[src/rtl/lane_op_sequencer.sv]
`default_nettype none
// ============================================================================
//  Module      : lane_op_sequencer
//  Description : Per-lane operand selector that feeds an accumulator register.
//                The accumulator applies one of six bitwise operations per
//                accepted step, either auto-sequenced or forced by op_in.
//                The result is held in a 1-deep valid/ready output stage.
//  Revision    : 1.0 - initial release
// ============================================================================
module lane_op_sequencer #(
    parameter  int LANES  = 2,
    parameter  int LANE_W = 8,
    localparam int W      = LANES * LANE_W
) (
    input  logic               clk,
    input  logic               nReset,
    input  logic               in_valid,
    output logic               in_ready,
    input  logic [2*LANES-1:0] sel,
    input  logic [W-1:0]       b,
    input  logic [W-1:0]       c,
    input  logic               mode,
    input  logic [2:0]         op_in,
    output logic               out_valid,
    input  logic               out_ready,
    output logic [W-1:0]       out,
    output logic [2:0]         step
);

    localparam int       HALF        = LANE_W / 2;

    localparam logic [2:0] OP_LOAD     = 3'd0;
    localparam logic [2:0] OP_SHIFT    = 3'd1;
    localparam logic [2:0] OP_MERGE    = 3'd2;
    localparam logic [2:0] OP_LANE_REV = 3'd3;
    localparam logic [2:0] OP_NIB_REV  = 3'd4;
    localparam logic [2:0] OP_PARITY   = 3'd5;
    localparam logic [2:0] STEP_LAST   = 3'd5;

    logic [W-1:0] out_q, out_d;
    logic [2:0]   step_q, step_d;
    logic         out_valid_q, out_valid_d;

    logic [W-1:0] w_x;
    logic [W-1:0] w_shift;
    logic [W-1:0] w_lane_rev;
    logic [W-1:0] w_nib_rev;
    logic [W-1:0] w_parity;
    logic [2:0]   w_op;
    logic         w_fire;

    // Per-lane operand selection and the lane-wise rearrangements of out.
    genvar l;
    generate
        for (l = 0; l < LANES; l = l + 1) begin : g_lane
            logic [1:0]        w_lsel;
            logic [LANE_W-1:0] w_lb;
            logic [LANE_W-1:0] w_lc;
            assign w_lsel = sel[2*l +: 2];
            assign w_lb   = b[l*LANE_W +: LANE_W];
            assign w_lc   = c[l*LANE_W +: LANE_W];
            assign w_x[l*LANE_W +: LANE_W] =
                (w_lsel == 2'd0) ? w_lb :
                (w_lsel == 2'd1) ? w_lc :
                (w_lsel == 2'd2) ? (w_lb & w_lc) :
                                   (w_lb ^ w_lc);
            assign w_lane_rev[l*LANE_W +: LANE_W] = out_q[(LANES-1-l)*LANE_W +: LANE_W];
            assign w_nib_rev[l*LANE_W +: LANE_W]  = {out_q[l*LANE_W +: HALF],
                                                     out_q[l*LANE_W+HALF +: HALF]};
        end
    endgenerate

    // A single-lane word has nothing to shift up, so SHIFT degenerates to LOAD.
    generate
        if (LANES > 1) begin : g_shift_multi
            assign w_shift = {out_q[W-LANE_W-1:0], w_x[LANE_W-1:0]};
        end else begin : g_shift_single
            assign w_shift = w_x;
        end
    endgenerate

    assign w_parity  = {{(W-1){1'b0}}, ^out_q};
    assign w_op      = mode ? op_in : step_q;
    assign in_ready  = !out_valid_q || out_ready;
    assign w_fire    = in_valid && in_ready;

    assign out       = out_q;
    assign step      = step_q;
    assign out_valid = out_valid_q;

    // Next-state: accumulator op, step counter advance and output-stage valid.
    always_comb begin
        out_d       = out_q;
        step_d      = step_q;
        out_valid_d = out_valid_q;
        if (w_fire) begin
            case (w_op)
                OP_LOAD:     out_d = w_x;
                OP_SHIFT:    out_d = w_shift;
                OP_MERGE:    out_d = out_q ^ w_x;
                OP_LANE_REV: out_d = w_lane_rev;
                OP_NIB_REV:  out_d = w_nib_rev;
                OP_PARITY:   out_d = w_parity;
                default:     out_d = out_q;
            endcase
            if (!mode) begin
                step_d = (step_q == STEP_LAST) ? 3'd0 : step_q + 3'd1;
            end
            out_valid_d = 1'b1;
        end else if (out_valid_q && out_ready) begin
            out_valid_d = 1'b0;
        end
    end

    // State registers with synchronous active-low reset.
    always_ff @(posedge clk) begin
        if (!nReset) begin
            out_q       <= '0;
            step_q      <= 3'd0;
            out_valid_q <= 1'b0;
        end else begin
            out_q       <= out_d;
            step_q      <= step_d;
            out_valid_q <= out_valid_d;
        end
    end

endmodule
`default_nettype wire

[config.mk]
export PLATFORM = sky130hd
export DESIGN_NAME = lane_op_sequencer
export DESIGN_NICKNAME = d
export VERILOG_FILES = /design/src/rtl/lane_op_sequencer.sv
export SDC_FILE = /design/constraint.sdc
export NUM_CORES = 1
export LEC_CHECK = 0
export ABC_AREA = 1
export BUFFER_PORTS_ARGS = -buffer_cell sky130_fd_sc_hd__buf_2
export CAP_MARGIN = 20
export CORE_UTILIZATION = 60
export CTS_BUF_LIST = sky130_fd_sc_hd__clkbuf_8
export DETAILED_ROUTE_END_ITERATION = 12
export PLACE_DENSITY = 0.9
export SLEW_MARGIN = 5
export SYNTH_ARGS = -nofsm -noshare
export SYNTH_HDL_FRONTEND = slang
export SYNTH_SLANG_ARGS = --single-unit
[constraint.sdc]
create_clock -name clk -period 2.4 [get_ports clk]
set_input_delay 0.12 -clock clk [delete_from_list [all_inputs] [get_ports clk]]
set_output_delay 0.12 -clock clk [all_outputs]
set_load 0.02 [all_outputs]
Word level (Yosys, flattened, before mapping)

Index checks and enable logic that the tools add are counted.

Register bits after elaboration: 20
Output and inout port bits: 21
Word-level logic and storage cells: 43

Add/subtract/negate cells: 1
Equal/unequal tests: 10
Multiplexer cells: 11
Bitwise logic cells: 6
Reductions and logical operators: 12

Operators by type and width:

| cell                                                 | number |
|---|---|
| one-hot mux 16 bit (6 select lines)                  | 1 |
| two-way mux 8 bit                                    | 6 |
| bitwise AND 8 bit                                    | 2 |
| parity 16 bit                                        | 1 |
| bitwise XOR 16 bit                                   | 1 |
| bitwise XOR 8 bit                                    | 2 |
| equality test 3 bit (second input constant)          | 3 |
| equality test 3 x 2 -> 1 bit (second input constant) | 2 |
| two-way mux 3 bit                                    | 2 |
| nonzero test 6 bit                                   | 1 |
| equality test 2 x 1 -> 1 bit (second input constant) | 2 |
| equality test 2 bit (second input constant)          | 2 |
| zero test 2 bit                                      | 2 |
| AND reduction 2 bit                                  | 2 |
| adder 3 x 1 -> 3 bit (second input constant)         | 1 |
| equality test 3 x 1 -> 1 bit (second input constant) | 1 |
| zero test 3 bit                                      | 1 |
| logical AND 1 bit                                    | 2 |
| two-way mux 1 bit                                    | 2 |
| nonzero test 2 bit                                   | 1 |
| zero test 1 bit                                      | 1 |
| logical OR 1 bit                                     | 1 |
| inverter 1 bit                                       | 1 |

Depth between registers and ports, before layout

Depth after elaboration: 6
Mapped depth: 12

Worst setup path after synthesis

No wires, ideal clock.

Path type: register to register
From: register step_q[1] (netlist: step[1])
To: register out_q[1] (netlist: out[1])
Setup time: 0.113 ns
Arrival: 1.503 ns
Path slack: 0.784 ns
Stages on the path, launching flop included: 11
Path buffers: 1
Cell sequence: dfxtp_1 -> inv_1 -> o21ai_2 -> inv_2 -> nand3_4 -> buf_6 -> nor2_1 -> a21oi_1 -> nand2_1 -> o21ai_1 -> inv_1

Word-level cells in the longest chain between the ends: 4
Elaborated cells on any way between the ends: 10

RTL lines:

| what                                        | line | source |
|---|---|---|
| start: declaration                          | 41   | `logic [2:0] step_q, step_d;` |
| start signal: assignment                    | 123  | `step_q <= step_d;` |
| two-way mux 3 bit (*)                       | 83   | `assign w_op = mode ? op_in : step_q;` |
| equality test 3 bit (tied with other cells) | 97   | `case (w_op)` |
| nonzero test 6 bit (no source line)         | n/a  |  |
| AND reduction 2 bit (no source line)        | n/a  |  |
| end signal: assignment                      | 122  | `out_q <= out_d;` |
| end: declaration                            | 40   | `logic [W-1:0] out_q, out_d;` |

Every way passes the cells marked *; elsewhere a longest branch is shown, timed or not.
A chain may end at the register's enable or synchronous reset.

Worst setup path after layout

From: register step_q[1] (netlist: step[1])
To: register out_q[8] (netlist: out[8])

The elaborated chain is that of the path after synthesis.

==> results.cfg <==
[critical_path]
path_delay_family = compound AO/OA/AOI/OAI gates
required_ps = 2580
cpPeakStageDelay_ps = 480
path_common_cell = nand2_1
crit_chain = inv_1 -> o21ai_2 -> nand2_4 -> a21oi_4 -> nand3_1 -> nand2_1 -> nand2_1 -> a21oi_1
crit_start = step[1]
arrival_ps = 2000
slowest_stage = a21oi_4
worst_setup_path_start_kind = register
crit_fanout = 16
end_kind = register
crit_type = reg -> reg
r2r_start = step[1]
critical_path_buf_inv_count = 1

[routing]
drt_iter0_drc = 343
wl_um = 7310
via_per_inst = 5.53
avgRoutedWirePerCell_um = 12.3
via_count = 3297
drtPass1Iterations = 6
ant_nets = 0
drc = 0

[pwr]
switchingPower_w = 0.000588
p_int_w = 0.000691
comb_power_share_pct = 49.6
ir_worst_vdd_v = 0.000332
p_clk_share_pct = 18.1
leakage_nw = 1.66
seqPwrFrac_pct = 32.3
power.density_nw_per_um2 = 425
switching_share_pct = 46.0

[clock_network]
clock_sinks = 20
cts_buffers = 3
cts_buffer_depth = 2
cts_htree_levels = 1
cts_resized = 0
hold_buffers = 0
cts_tree = yes
clock-root-buffer = clkbuf_8
cts.clk_slew.worst_paths_ps = 80
clk_latency_ps = 260
post_cts_buffers = 0

[yosys]
synth_top_area_share_pct = 27.9
synth_edf_count = 0
syn_area_um2 = 2640
ys_seq_area_share_pct = 15.2
synth.area.top_cells = nand2_1 28%, dfxtp_1 15%, nand3_1 12%, inv_1 7.8%, ha_1 7.6%
syn_inst = 488
async_flop_share_pct = 0
ys_warn_count = 0
ys.flop_type = dfxtp_1
synth_area_leader_cell = nand2_1
synth_cell_types = 31
synth_common_cells = 196 x nand2_1, 63 x nand3_1, 55 x inv_1, 41 x nor2_1, 33 x a21oi_1
syn_avg_cell_area_um2 = 5.41
syn_nets = 548
synth_seq_cells = 20
synth.most_common_cell = nand2_1

[timing]
layout_min_cycle_time_ps = 1810
setup_viol = 0
skew_ps = 1.11
post-route-period-util_pct = 75.6
drv_slew = 0
worstMarginPinSlew_ps = 586
fmax_mhz = 551
fin_setup_tns_ps = 0
slew_headroom_pct = 60.8
rsz0062_at_grt = no
hold_violations = 0

[cells_and_area]
antenna_cells = 0
fillers = 386
drive_gt1_share_pct = 15.9
post-route-util_pct = 73.1
fin_nets = 608
synthToLayoutAreaGrowth_pct = 13.9

[grt]
grt_pass1_vias = 2768
grt_usage_pct = 33.3
grt_start_max_net_pins = 25
globalRouteOverflowTotal = 0
antenna_found_initial = 0
grt_pass1_wl_um = 12000

[placement]
port_buffers = 64
dp_hpwl_um = 5750
gp_congestion = 0.955

[hold_path]
hold_path_class = in -> reg
min_from = nReset

[die]
num_rows = 23
die_h_um = 68.4
start_util_pct = 64.2
core_um2 = 4120
dieArea_um2 = 4670
die_w_um = 68.4
ios = 65

[status]
status = finished, final reports clean

[run]
drv_cap = 0
## power groups by stage
stage / clock network [W] / logic (W) / registers [W]
floorplan: 0 / 0.000430 / 0.000433
global placement: 0 / 0.000598 / 0.000418
detailed placement: 0 / 0.000622 / 0.000418
CTS: 0.000226 / 0.000625 / 0.000411
global route: 0.000240 / 0.000722 / 0.000416
finish: 0.000231 / 0.000634 / 0.000413
## logic make-up (layout without fill, tap and decap cells)
| group | after synthesis | count (layout) | synth area share [%] |
|---|---|---|---|
| adder cells (fa/ha/maj) | 16 | 16 | 7.58 |
| AO/OA/AOI/OAI | 62 | 62 | 13.4 |
| XOR/XNOR | 5 | 5 | 1.66 |
| AND/OR/NAND/NOR | 316 | 316 | 51.4 |
| buffers and inverters | 69 | 127 | 10.8 |
| flip-flops | 20 | 20 | 15.2 |
## metrics by stage
stage / setup slack, ps / hold slack [ps] / area, um^2 / std cells / power (W)
after floorplan: 784 / 258 / 2640 / 488 / 0.000863
after global placement: 684 / 401 / 2970 / 593 / 0.00102
after detailed placement: 626 / 407 / 2970 / 593 / 0.00104
after CTS: 642 / 131 / 3010 / 596 / 0.00126
after global routing: 453 / 135 / 3010 / 596 / 0.00138
final: 585 / 131 / 3010 / 596 / 0.00128
## area by class of cell
cell class                      count  area, um^2  area share [%]
Inverter                           60         228            7.57
Multi-Input combinational cell    399        1960            65.0
Clock buffer                        3        41.3            1.37
Sequential cell                    20         400            13.3
Timing Repair Buffer               64         320            10.6
Tap cell                           50        62.6            2.08
## placed cells by master, fill, tap and decap left out, drive strengths merged
master,instances
nand3,68
o21ai,22
o32ai,1
inv,59
clkinv,1
xnor2,3
nand4,1
a21oi,38
nand2,200
a211oi,1
dfxtp,20
xor2,2
ha,16
nand3b,4
clkbuf,3
nor3,1
buf,64
nor2,42
## flip-flops by register name (all words and copies together), names as in the netlist
signal	count
out	16
out_valid	1
step	3
## tightest hold or removal path, stage by stage
cell	delay (ps)
buf_2	120
o21ai_0	70
a21oi_1	40
## path summary, 6_finish.rpt
| check | cells past startpoint | end | slack, ps |
|---|---|---|---|
| worst min register to register | 2 | out_valid | 510 |
| worst max register to register | 8 | out[8] | 590 |
| worst min-delay path | 3 | out[0] | 130 |
| worst max-delay path | 8 | out[8] | 590 |
## per-layer routing
layer,vias up,GRT usage (%),wire length [um]
li1,1680,-,-
met1,1440,43.0,3120
met2,165,57.8,3420
met3,12,4.67,649
met4,0,7.55,126
met5,-,0,0
No activity file was read; power rests on OpenSTA's default activity.
